===== config.mk =====
export PLATFORM = sky130hd
export DESIGN_NAME = clk_sel_ctrl
export DESIGN_NICKNAME = d
export VERILOG_FILES = /design/src/rtl/clk_sel_ctrl.sv
export SDC_FILE = /design/constraint.sdc
export NUM_CORES = 1
export LEC_CHECK = 0
export CAP_MARGIN = 20
export CORE_ASPECT_RATIO = 1.5
export CORE_MARGIN = 1
export CORE_UTILIZATION = 38
export DETAILED_ROUTE_END_ITERATION = 6
export PLACE_DENSITY = 0.62
export SYNTH_ARGS = -nofsm -noshare
export SYNTH_HDL_FRONTEND = slang
export SYNTH_SLANG_ARGS = --single-unit

===== constraint.sdc =====
create_clock -name clk -period 1.8 [get_ports clk]
set_input_delay 0.18 -clock clk [delete_from_list [all_inputs] [get_ports clk]]
set_output_delay 0.18 -clock clk [all_outputs]
set_load 0.01 [all_outputs]

===== src/rtl/clk_sel_ctrl.sv =====
// clk_sel_ctrl: break-before-make clock-source select sequencer.
// Disables the old gate, waits for its ack to fall, then enables the new one.
module clk_sel_ctrl #(
   parameter int N_CLK       = 2,
   parameter int SEL_W       = 1,
   parameter int DEFAULT_SEL = 0,
   parameter int SYNC_STAGES = 2,
   parameter int TIMEOUT     = 255
) (
   input  logic             clk,
   input  logic             rst,
   input  logic             req_valid,
   input  logic [SEL_W-1:0] req_sel,
   output logic             req_ready,
   input  logic [N_CLK-1:0] gate_ack,
   output logic [N_CLK-1:0] gate_en,
   output logic [SEL_W-1:0] cur_sel,
   output logic             busy,
   output logic             switch_done,
   output logic             sel_err,
   output logic             timeout_err
);

   localparam int CNT_W = $clog2(TIMEOUT + 1);
   localparam logic [SEL_W-1:0] DEF_SEL  = SEL_W'(DEFAULT_SEL);
   localparam logic [CNT_W-1:0] CNT_LAST = CNT_W'(TIMEOUT - 1);
   localparam logic [SEL_W:0]   N_CLK_V  = (SEL_W + 1)'(N_CLK);

   typedef enum logic [1:0] {
      IDLE,
      OFF_WAIT,
      ON_WAIT
   } state_t;

   function automatic logic [N_CLK-1:0] onehot(input logic [SEL_W-1:0] s);
      onehot = N_CLK'(1) << s;
   endfunction

   logic [SYNC_STAGES-1:0][N_CLK-1:0] sync_q;
   logic [N_CLK-1:0] ack_s;

   state_t           state_q, state_d;
   logic [SEL_W-1:0] target_q, target_d;
   logic [SEL_W-1:0] cur_q, cur_d;
   logic [N_CLK-1:0] en_q, en_d;
   logic [CNT_W-1:0] cnt_q, cnt_d;
   logic             done_q, done_d;
   logic             serr_q, serr_d;
   logic             tmo_q, tmo_d;
   logic             ready_q, ready_d;
   logic             accept;
   logic             req_bad;

   // gate_ack is asynchronous to clk; only the last stage is ever used
   always_ff @(posedge clk) begin
      if (rst) begin
         sync_q <= '0;
      end else begin
         sync_q <= {sync_q[SYNC_STAGES-2:0], gate_ack};
      end
   end

   assign ack_s   = sync_q[SYNC_STAGES-1];
   assign accept  = req_valid & ready_q;
   assign req_bad = {1'b0, req_sel} >= N_CLK_V;

   always_ff @(posedge clk) begin
      if (rst) begin
         state_q  <= ON_WAIT;
         target_q <= DEF_SEL;
         cur_q    <= DEF_SEL;
         en_q     <= onehot(DEF_SEL);
         cnt_q    <= '0;
         done_q   <= 1'b0;
         serr_q   <= 1'b0;
         tmo_q    <= 1'b0;
         ready_q  <= 1'b0;
      end else begin
         state_q  <= state_d;
         target_q <= target_d;
         cur_q    <= cur_d;
         en_q     <= en_d;
         cnt_q    <= cnt_d;
         done_q   <= done_d;
         serr_q   <= serr_d;
         tmo_q    <= tmo_d;
         ready_q  <= ready_d;
      end
   end

   always_comb begin
      state_d  = state_q;
      target_d = target_q;
      cur_d    = cur_q;
      en_d     = en_q;
      cnt_d    = cnt_q + 1'b1;
      done_d   = 1'b0;
      serr_d   = 1'b0;
      tmo_d    = tmo_q;
      unique case (state_q)
         IDLE: begin
            cnt_d = '0;
            if (accept) begin
               tmo_d = 1'b0;
               if (req_bad) begin
                  serr_d = 1'b1;
               end else if (req_sel == cur_q) begin
                  done_d = 1'b1;
               end else begin
                  target_d = req_sel;
                  en_d     = '0;
                  state_d  = OFF_WAIT;
               end
            end
         end
         OFF_WAIT: begin
            if (!ack_s[cur_q]) begin
               en_d    = onehot(target_q);
               cur_d   = target_q;
               cnt_d   = '0;
               state_d = ON_WAIT;
            end else if (cnt_q == CNT_LAST) begin
               // old source may still run: restore it, never enable the new one
               tmo_d    = 1'b1;
               en_d     = onehot(cur_q);
               target_d = cur_q;
               cnt_d    = '0;
               state_d  = ON_WAIT;
            end
         end
         ON_WAIT: begin
            if (ack_s[target_q]) begin
               done_d  = 1'b1;
               cnt_d   = '0;
               state_d = IDLE;
            end else if (cnt_q == CNT_LAST) begin
               tmo_d   = 1'b1;
               cnt_d   = '0;
               state_d = IDLE;
            end
         end
         default: begin
            state_d = IDLE;
         end
      endcase
      ready_d = (state_d == IDLE);
   end

   assign req_ready   = ready_q;
   assign busy        = ~ready_q;
   assign gate_en     = en_q;
   assign cur_sel     = cur_q;
   assign switch_done = done_q;
   assign sel_err     = serr_q;
   assign timeout_err = tmo_q;

endmodule


**Yosys cells after proc, flatten, opt, wreduce, memory -nomap -nowiden**

Index checks and enable logic that the tools add are counted.

- Flip-flop bits (word level): 21
- Input bits: 6
- Output and inout port bits: 8
- Word-level logic and storage cells: 70

- Add/sub/neg operators: 1
- Magnitude comparators: 2
- Equality and inequality tests: 10
- Shifts and indexed selects: 2
- Mux-type cells: 34
- Bitwise operators: 3
- Reduce and logical (&&, ||, !) cells: 8

Operators by type and width:

| cell | count |
|---|---|
| two-way mux 8 bit | 3 |
| one-hot mux 8 bit (3 select lines) | 1 |
| two-way mux 2 bit | 10 |
| two-way mux 1 bit | 15 |
| != test 2 bit (second input constant) | 5 |
| adder 8 x 1 -> 8 bit (second input constant) | 1 |
| equality test 8 bit (second input constant) | 1 |
| AND reduction 4 bit | 2 |
| one-hot mux 2 bit (3 select lines) | 1 |
| AND reduction 5 bit | 1 |
| zero test 2 bit | 2 |
| < comparator 1 x 2 -> 1 bit (second input constant) | 2 |
| one-hot mux 1 bit (2 select lines) | 2 |
| one-hot mux 2 bit (2 select lines) | 1 |
| << shifter 1 x 1 -> 2 bit (first input constant) | 2 |
| != test 3 bit (second input constant) | 1 |
| one-hot mux 1 bit (3 select lines) | 1 |
| nonzero test 3 bit | 1 |
| equality test 2 x 1 -> 1 bit (second input constant) | 1 |
| equality test 2 bit (second input constant) | 1 |
| NOT 1 bit | 2 |
| AND reduction 2 bit | 1 |
| nonzero test 2 bit | 1 |
| bitwise AND 1 bit | 1 |
| equality test 1 bit | 1 |

**Logic depth before layout (Yosys ltp)**

Gate-level depths: netlist of run 1.

- Depth in word-level cells: 5
- Mapped depth: 6
- Mapped depth without buffers: 6

**Worst setup path after synthesis of run 1**

OpenSTA, ideal clock, no wires.

- Path kind: register to register
- Start point: register cur_q, in the netlist cur_sel
- End point: register tmo_q, in the netlist timeout_err
- Setup time: 0.119 ns
- Arrival: 1.416 ns
- Data required time: 1.681 ns
- Setup slack: 0.265 ns
- Cell stages (with the launch flop): 5
- Clock period less this slack: 1.535 ns
- Cells stage by stage: dfxtp_1 mux2_4 or2_4 and4b_1 o221a_2

- Longest elaborated chain between the ends: 4

RTL lines:

| item | line | source |
|---|---|---|
| from (decl) | 44 | `logic [SEL_W-1:0] cur_q, cur_d;` |
| from (signal assigned) | 81 | `cur_q <= cur_d;` |
| two-way mux 1 bit (not written as such) (2 in series) | 117 | `if (!ack_s[cur_q]) begin` |
| != test 2 bit (no source line) | n/a |  |
| AND reduction 4 bit (no source line) | n/a |  |
| to (signal assigned) | 86 | `tmo_q <= tmo_d;` |
| to (decl) | 49 | `logic tmo_q, tmo_d;` |

No other way between the ends. The select of a mux whose other input is x is not followed.
A chain may end at the register's enable or synchronous reset.

**Worst setup path after layout of run 1**

- Start point: register state_q[1]
- End point: register en_q[0], in the netlist gate_en[0]

- Longest elaborated chain between the ends: 3
- Elaborated cells on any way between the ends: 8

RTL lines:

| item | line | source |
|---|---|---|
| from (decl) | 42 | `state_t state_q, state_d;` |
| from (signal assigned) | 79 | `state_q <= state_d;` |
| equality test 2 x 1 -> 1 bit or zero test 2 bit (tied branches) | 100 | `unique case (state_q)` |
| != test 3 bit (no source line) (tied with other cells) | n/a |  |
| AND reduction 4 bit (no source line) | n/a |  |
| to (signal assigned) | 72 | `en_q <= onehot(DEF_SEL);` |
| to (signal assigned) | 82 | `en_q <= en_d;` |
| to (decl) | 45 | `logic [N_CLK-1:0] en_q, en_d;` |

Several ways; a longest one is shown, not always the timed one.

==> run_results.csv, run 1 <==
group,metric,value,unit
logic_synthesis,synthCells,110,
sta,hold_slack,0.440,ns
clock_tree,cts_hold_buf,0,
logic_synthesis,synthArstFlopShare,0,%
floorplanning,die_area,0.00298,sq mm
sta,period_needed,1.69,ns
pwr,power,1.05,mW
worst_setup_path,path_max_fanout,5,
floorplanning,row_count,23,
placement,hpwl,1580,microns
logic_synthesis,ys_seq_area_share,40.0,%
route,drtIter0Drc,16,
sta,clock_skew,0.00355,ns
logic_synthesis,synth_seq_cells,21,
worst_setup_path,cp-start-kind,"register",
placement,globalplace.congestion,0.779,
worst_setup_path,critical-path-top-delay-family,"compound AO/OA/AOI/OAI gates",
final_layout,syn2layout_area_growth,22.1,%
final_layout,drive_gt1_share,13.3,%
clock_tree,cts_resized,0,
pwr,irDropWorstVdd,480,uV
logic_synthesis,synth_warnings,0,
clock_tree,cts_buffers,3,
floorplanning,ioPinCount,14,
worst_setup_path,rr_worst_depth,6,
final_layout,final_util,48.4,%
worst_setup_path,critPathSlowestCell,"dfxtp_1",
final_layout,design_area,0.00128,sq mm
floorplanning,start_util,39.7,%
floorplanning,coreArea,0.00265,sq mm
sta,hold_violations,0,
clock_tree,clkSinkCount,21,
worst_setup_path,cp_cell_sequence,"inv_1 > ha_1 > inv_1 > o31a_1 > a21oi_2 > mux2i_1",
logic_synthesis,synth_edf_count,0,
route,drcViolationCount,0,
sta,slew_viol_final,0,
route,dr.pass1.iters,4,
run,maxCapViolations,0,
logic_synthesis,ys_types,39,
hold_path,min-delay-path-class,"register to register",
sta,rsz0062_at_grt,"false",
logic_synthesis,yosysTopAreaCellShare,40.0,%
final_layout,regArea,420,sq um
route,postRouteAntennaNets,0,
route,vias,852,
logic_synthesis,synthTopCellsByCount,"21 x dfxtp_1, 9 x nor3_1, 7 x ha_1, 7 x inv_1, 6 x nand3_1",
final_layout,final_net_count,142,
pwr,leakagePower,0.486,nW
worst_setup_path,critPathArrivalTime,1.88,ns
sta,setup_viol,0,
final_layout,fin_cells,165,
clock_tree,clk_latency,0.26,ns
logic_synthesis,ys_top_cells_by_area,"dfxtp_1 40%, ha_1 8.3%, nor3_1 4.3%",
worst_setup_path,worst-path-stages,6,
global_routing,antenna_found_initial,0,
logic_synthesis,synth_most_common_cell,"dfxtp_1",
worst_setup_path,setup.worst_path.end_class,"register",
clock_tree,cts_root_buf,"clkbuf_8",
clock_tree,path_clk_slew,0.08,ns
worst_setup_path,crit_top_cell,"inv_1",
clock_tree,cts_tree,"done",
global_routing,grt_pass1_vias,810,
global_routing,grt_first_pass_wirelength,3390,microns
placement,post_dp_cell_area,0.00123,sq mm
global_routing,grt_use_total,15.4,%
route,wl_per_cell,12.3,microns
logic_synthesis,syn_nets,123,
worst_setup_path,path_class,"register to register",
final_layout,n_antenna_cell,0,
placement,dp_cells,161,
sta,period_share,94.1,%
clock_tree,post-cts-setup-buffers,0,
logic_synthesis,synth.largest_area_cell,"dfxtp_1",
global_routing,grt_start_max_net_pins,17,
outcome,outcome,"finished, final reports clean",
placement,io_buffers,12,
placement,pre_cts_ws,0.136,ns
route,wl,2030,microns
sta,fmax,591,MHz
logic_synthesis,synth.avg_cell_area,9.54,sq um
final_layout,multi_input_area,592,sq um
floorplanning,dieWidth,44.9,microns
sta,setup_tns,0,ns
sta,worst_slack,0.107,ns
final_layout,fillCellCount,271,
hold_path,whs_path_depth,1,
clock_tree,cts_max_level,1,
logic_synthesis,synth_ff_type,"dfxtp_1",
pwr,p_per_area,821,mW/mm^2
clock_tree,cts_buffer_depth,2,
worst_setup_path,critPathBufInv,2,
worst_setup_path,crit_required,1.99,ns
route,viasPerCell,5.16,
logic_synthesis,synth.cell_area,0.00105,sq mm
worst_setup_path,max_stage_delay,0.36,ns
floorplanning,die_height,66.4,microns
global_routing,overflow,0,
[state kept, by name (all words and copies together), names as in the netlist]
register     flops
cur_sel          1
sync_q           2
state_q          2
gate_en          2
target_q         1
timeout_err      1
switch_done      1
req_ready        1
cnt_q            8
ack_s            2
[worst reg2reg max path: cells and delay by family (launching register included)]
kind,cells,cell delay [ns]
muxes,1,0.20
buffers and inverters,2,0.22
DFF,1,0.36
adders and majority gates,1,0.27
AOI/OAI and AO/OA,2,0.56
[where the power goes]
part	total [mW]	internal (mW)	switching [mW]
Clock	0.300	0.154	0.146
Combinational	0.229	0.113	0.116
Sequential	0.523	0.496	0.0276
Total	1.05	0.763	0.290
[cell usage in the layout, fill, tap and decap left out, types with 4 or more instances in the layout]
cell type / count
a21oi_1: 4
buf_4: 4
clkdlybuf4s50_1: 12
dfxtp_1: 21
ha_1: 7
inv_1: 7
mux2i_1: 4
nand2_1: 5
nand3_1: 6
nor2b_1: 4
nor3_1: 9
xor2_1: 5
[layout make-up]
| cell class | instances | share of cell area [%] |
|---|---|---|
| Clock buffer | 3 | 3.22 |
| Inverter | 7 | 2.05 |
| Timing Repair Buffer | 16 | 11.7 |
| Tap cell | 37 | 3.61 |
| Sequential cell | 21 | 32.8 |
| Multi-Input combinational cell | 80 | 46.2 |
| Clock inverter | 1 | 0.391 |
[routing by layer]
layer / GRT usage, % / wire [microns]
met5: 0 / 0
met2: 28.9 / 1100
met3: 1.64 / 51
met4: 7.58 / 18
met1: 16.1 / 856
[path summary, 6_finish.rpt]
path         startpoint          to  slack [ns]
min reg2reg   sync_q[0]    ack_s[0]        0.44
min           sync_q[0]    ack_s[0]        0.44
max          state_q[1]  gate_en[0]        0.11
max reg2reg  state_q[1]  gate_en[0]        0.11
[cell families (layout without fill, tap and decap cells)]
family | after synthesis | count (layout) | synth area share, %
simple gates | 40 | 40 | 21.8
fa+ha+maj | 7 | 7 | 8.34
mux | 6 | 6 | 6.32
xor+xnor | 7 | 7 | 5.84
compound gates | 19 | 19 | 13.7
buf+inv | 9 | 27 | 3.58
flops | 21 | 21 | 40.0
other cells | 1 | 1 | 0.357
Note: power is estimated with default switching activity, not from simulation.
==> inputs of run 2 (changes only) <==
--- a/config.mk
+++ b/config.mk
@@ -5,12 +5,14 @@
 export SDC_FILE = /design/constraint.sdc
 export NUM_CORES = 1
 export LEC_CHECK = 0
+export ABC_AREA = 1
 export CAP_MARGIN = 20
 export CORE_ASPECT_RATIO = 1.5
 export CORE_MARGIN = 1
 export CORE_UTILIZATION = 38
 export DETAILED_ROUTE_END_ITERATION = 6
-export PLACE_DENSITY = 0.62
+export DONT_BUFFER_PORTS = 1
+export PLACE_DENSITY = 0.55
 export SYNTH_ARGS = -nofsm -noshare
 export SYNTH_HDL_FRONTEND = slang
 export SYNTH_SLANG_ARGS = --single-unit
==> run_results.csv, run 2 <==
group,metric,value,unit
worst_setup_path,critPathArrivalTime,1.68,ns
route,viasPerCell,4.53,
logic_synthesis,ys_types,22,
logic_synthesis,synth_seq_cells,21,
sta,setup_tns,0,ns
clock_tree,clkSinkCount,21,
final_layout,final_util,43.8,%
sta,period_share,84.4,%
global_routing,overflow,0,
pwr,leakagePower,0.600,nW
global_routing,grt_util_met1,17.7,%
clock_tree,cts_buffer_depth,2,
logic_synthesis,yosysTopAreaCellShare,38.1,%
route,drtIter0Drc,13,
clock_tree,cts_root_buf,"clkbuf_8",
final_layout,final_cell_mix,"33 x nand2_1, 23 x inv_1, 21 x dfxtp_1, 19 x nor2_1, 12 x nand3_1",
sta,rsz0062_at_grt,"false",
logic_synthesis,synth_ff_type,"dfxtp_1",
final_layout,final_net_count,168,
clock_tree,cts_tree,"done",
floorplanning,die_area,0.00313,sq mm
logic_synthesis,syn_nets,164,
logic_synthesis,synth.cell_area,0.00110,sq mm
logic_synthesis,synth_edf_count,0,
final_layout,drive_gt1_share,9.74,%
worst_setup_path,setup.worst_path.end_class,"register",
pwr,irDropWorstVdd,630,uV
sta,setup_viol,0,
logic_synthesis,synth_most_common_cell,"nand2_1",
clock_tree,cts_max_level,1,
floorplanning,ioPinCount,14,
run,maxCapViolations,0,
global_routing,top_usage_layer,"met2",
route,wl,2070,microns
route,vias,865,
final_layout,syn2layout_area_growth,7.48,%
sta,hold_violations,0,
logic_synthesis,synth_warnings,0,
sta,fmax,658,MHz
final_layout,layout_commonest_cell,"nand2_1",
placement,io_buffers,0,
worst_setup_path,path_max_fanout,7,
placement,pre_cts_ws,0.294,ns
sta,clock_skew,0.00358,ns
logic_synthesis,synth.largest_area_cell,"dfxtp_1",
sta,slew_viol_final,0,
final_layout,n_antenna_cell,0,
floorplanning,die_height,68,microns
sta,period_needed,1.52,ns
floorplanning,coreArea,0.00271,sq mm
logic_synthesis,synthArstFlopShare,0,%
global_routing,grt_pass1_vias,866,
hold_path,min-delay-path-class,"primary input to register",
clock_tree,path_clk_slew,0.08,ns
worst_setup_path,crit_path_start,"state_q[1]",
clock_tree,post-cts-setup-buffers,0,
clock_tree,cts_resized,0,
route,postRouteAntennaNets,0,
sta,worst_slack,0.281,ns
clock_tree,clk_latency,0.25,ns
floorplanning,dieWidth,46,microns
global_routing,grt_util_met2,28.0,%
global_routing,grt_start_max_net_pins,12,
logic_synthesis,synth.avg_cell_area,7.31,sq um
pwr,p_per_area,901,mW/mm^2
worst_setup_path,cp-start-kind,"register",
final_layout,top_register,"cnt_q",
logic_synthesis,ys_top_cells_by_area,"dfxtp_1 38%, nand2_1 11%, ha_1 7.9%",
placement,globalplace.congestion,0.831,
clock_tree,cts_buffers,3,
global_routing,use_met3,2.37,%
placement,hpwl,1610,microns
floorplanning,row_count,23,
floorplanning,start_util,40.8,%
route,dr.pass1.iters,4,
route,wl_per_cell,10.8,microns
global_routing,antenna_found_initial,0,
global_routing,grt_use_total,15.7,%
worst_setup_path,worstReg2RegStart,"state_q[1]",
worst_setup_path,path_class,"register to register",
logic_synthesis,synthTopCellsByCount,"33 x nand2_1, 23 x inv_1, 21 x dfxtp_1, 19 x nor2_1, 12 x nand3_1",
logic_synthesis,synthCells,151,
outcome,outcome,"finished, final reports clean",
final_layout,largest_register_ffs,8,
global_routing,grt_first_pass_wirelength,3590,microns
route,drcViolationCount,0,
hold_path,hp-start,"gate_ack[0]",
logic_synthesis,ys_seq_area_share,38.1,%
worst_setup_path,crit_required,1.96,ns
clock_tree,cts_hold_buf,1,
## run 2: layer usage
layer | vias to the layer above | wire length [microns]
met3 | 2 | 34
met5 | - | 0
met1 | 385 | 880
li1 | 470 | -
met2 | 8 | 1130
met4 | 0 | 19
## run 2: layout make-up
type,instances,area (sq um)
well taps,37,46.3
inverters,25,93.8
multi-input cells,103,571
clock buffers,4,45.0
repair buffers,1,10.0
fillers,307,1520
flip-flops and latches,21,420
## run 2: final timing paths
check	depth (start not counted)	slack, ns	end
worst max-delay path	7	0.28	target_q
worst min-delay path	2	0.02	sync_q[0]
worst max register to register	7	0.28	target_q
worst min register to register	2	0.41	ack_s[0]
## run 2: stage by stage
| step | hold slack, ns | std cells | cell area, sq um | total power, mW |
|---|---|---|---|---|
| after detailed placement | 0.255 | 186 | 1130 | 0.769 |
| after global routing | 0.0326 | 191 | 1190 | 1.14 |
| after floorplan | 0.287 | 151 | 1100 | 0.729 |
| after global placement | 0.252 | 186 | 1130 | 0.768 |
| final | 0.0228 | 191 | 1190 | 1.07 |
| after CTS | 0.0151 | 191 | 1190 | 1.08 |
## run 2: power by group
| group | switching, mW | internal [mW] | total [mW] |
|---|---|---|---|
| clock network | 0.150 | 0.157 | 0.307 |
| logic | 0.138 | 0.0826 | 0.220 |
| registers | 0.0400 | 0.501 | 0.541 |
## run 2: cells by family after synthesis
logic type,after synthesis,synth area share [%]
other,1,0.340
adder cells (fa/ha/maj),7,7.94
flip-flops,21,38.1
buffers and inverters,27,10.2
XOR/XNOR,5,3.97
AND/OR/NAND/NOR,78,33.6
AO/OA/AOI/OAI,12,5.90
## run 2: worst max-delay path: stages, from the launching register on
cell and delay, ns:
dfxtp_1 0.41, inv_1 0.10, ha_1 0.29, nand3_2 0.16
a21boi_0 0.25, nand3_1 0.10, nand2_1 0.07, nor2_1 0.04
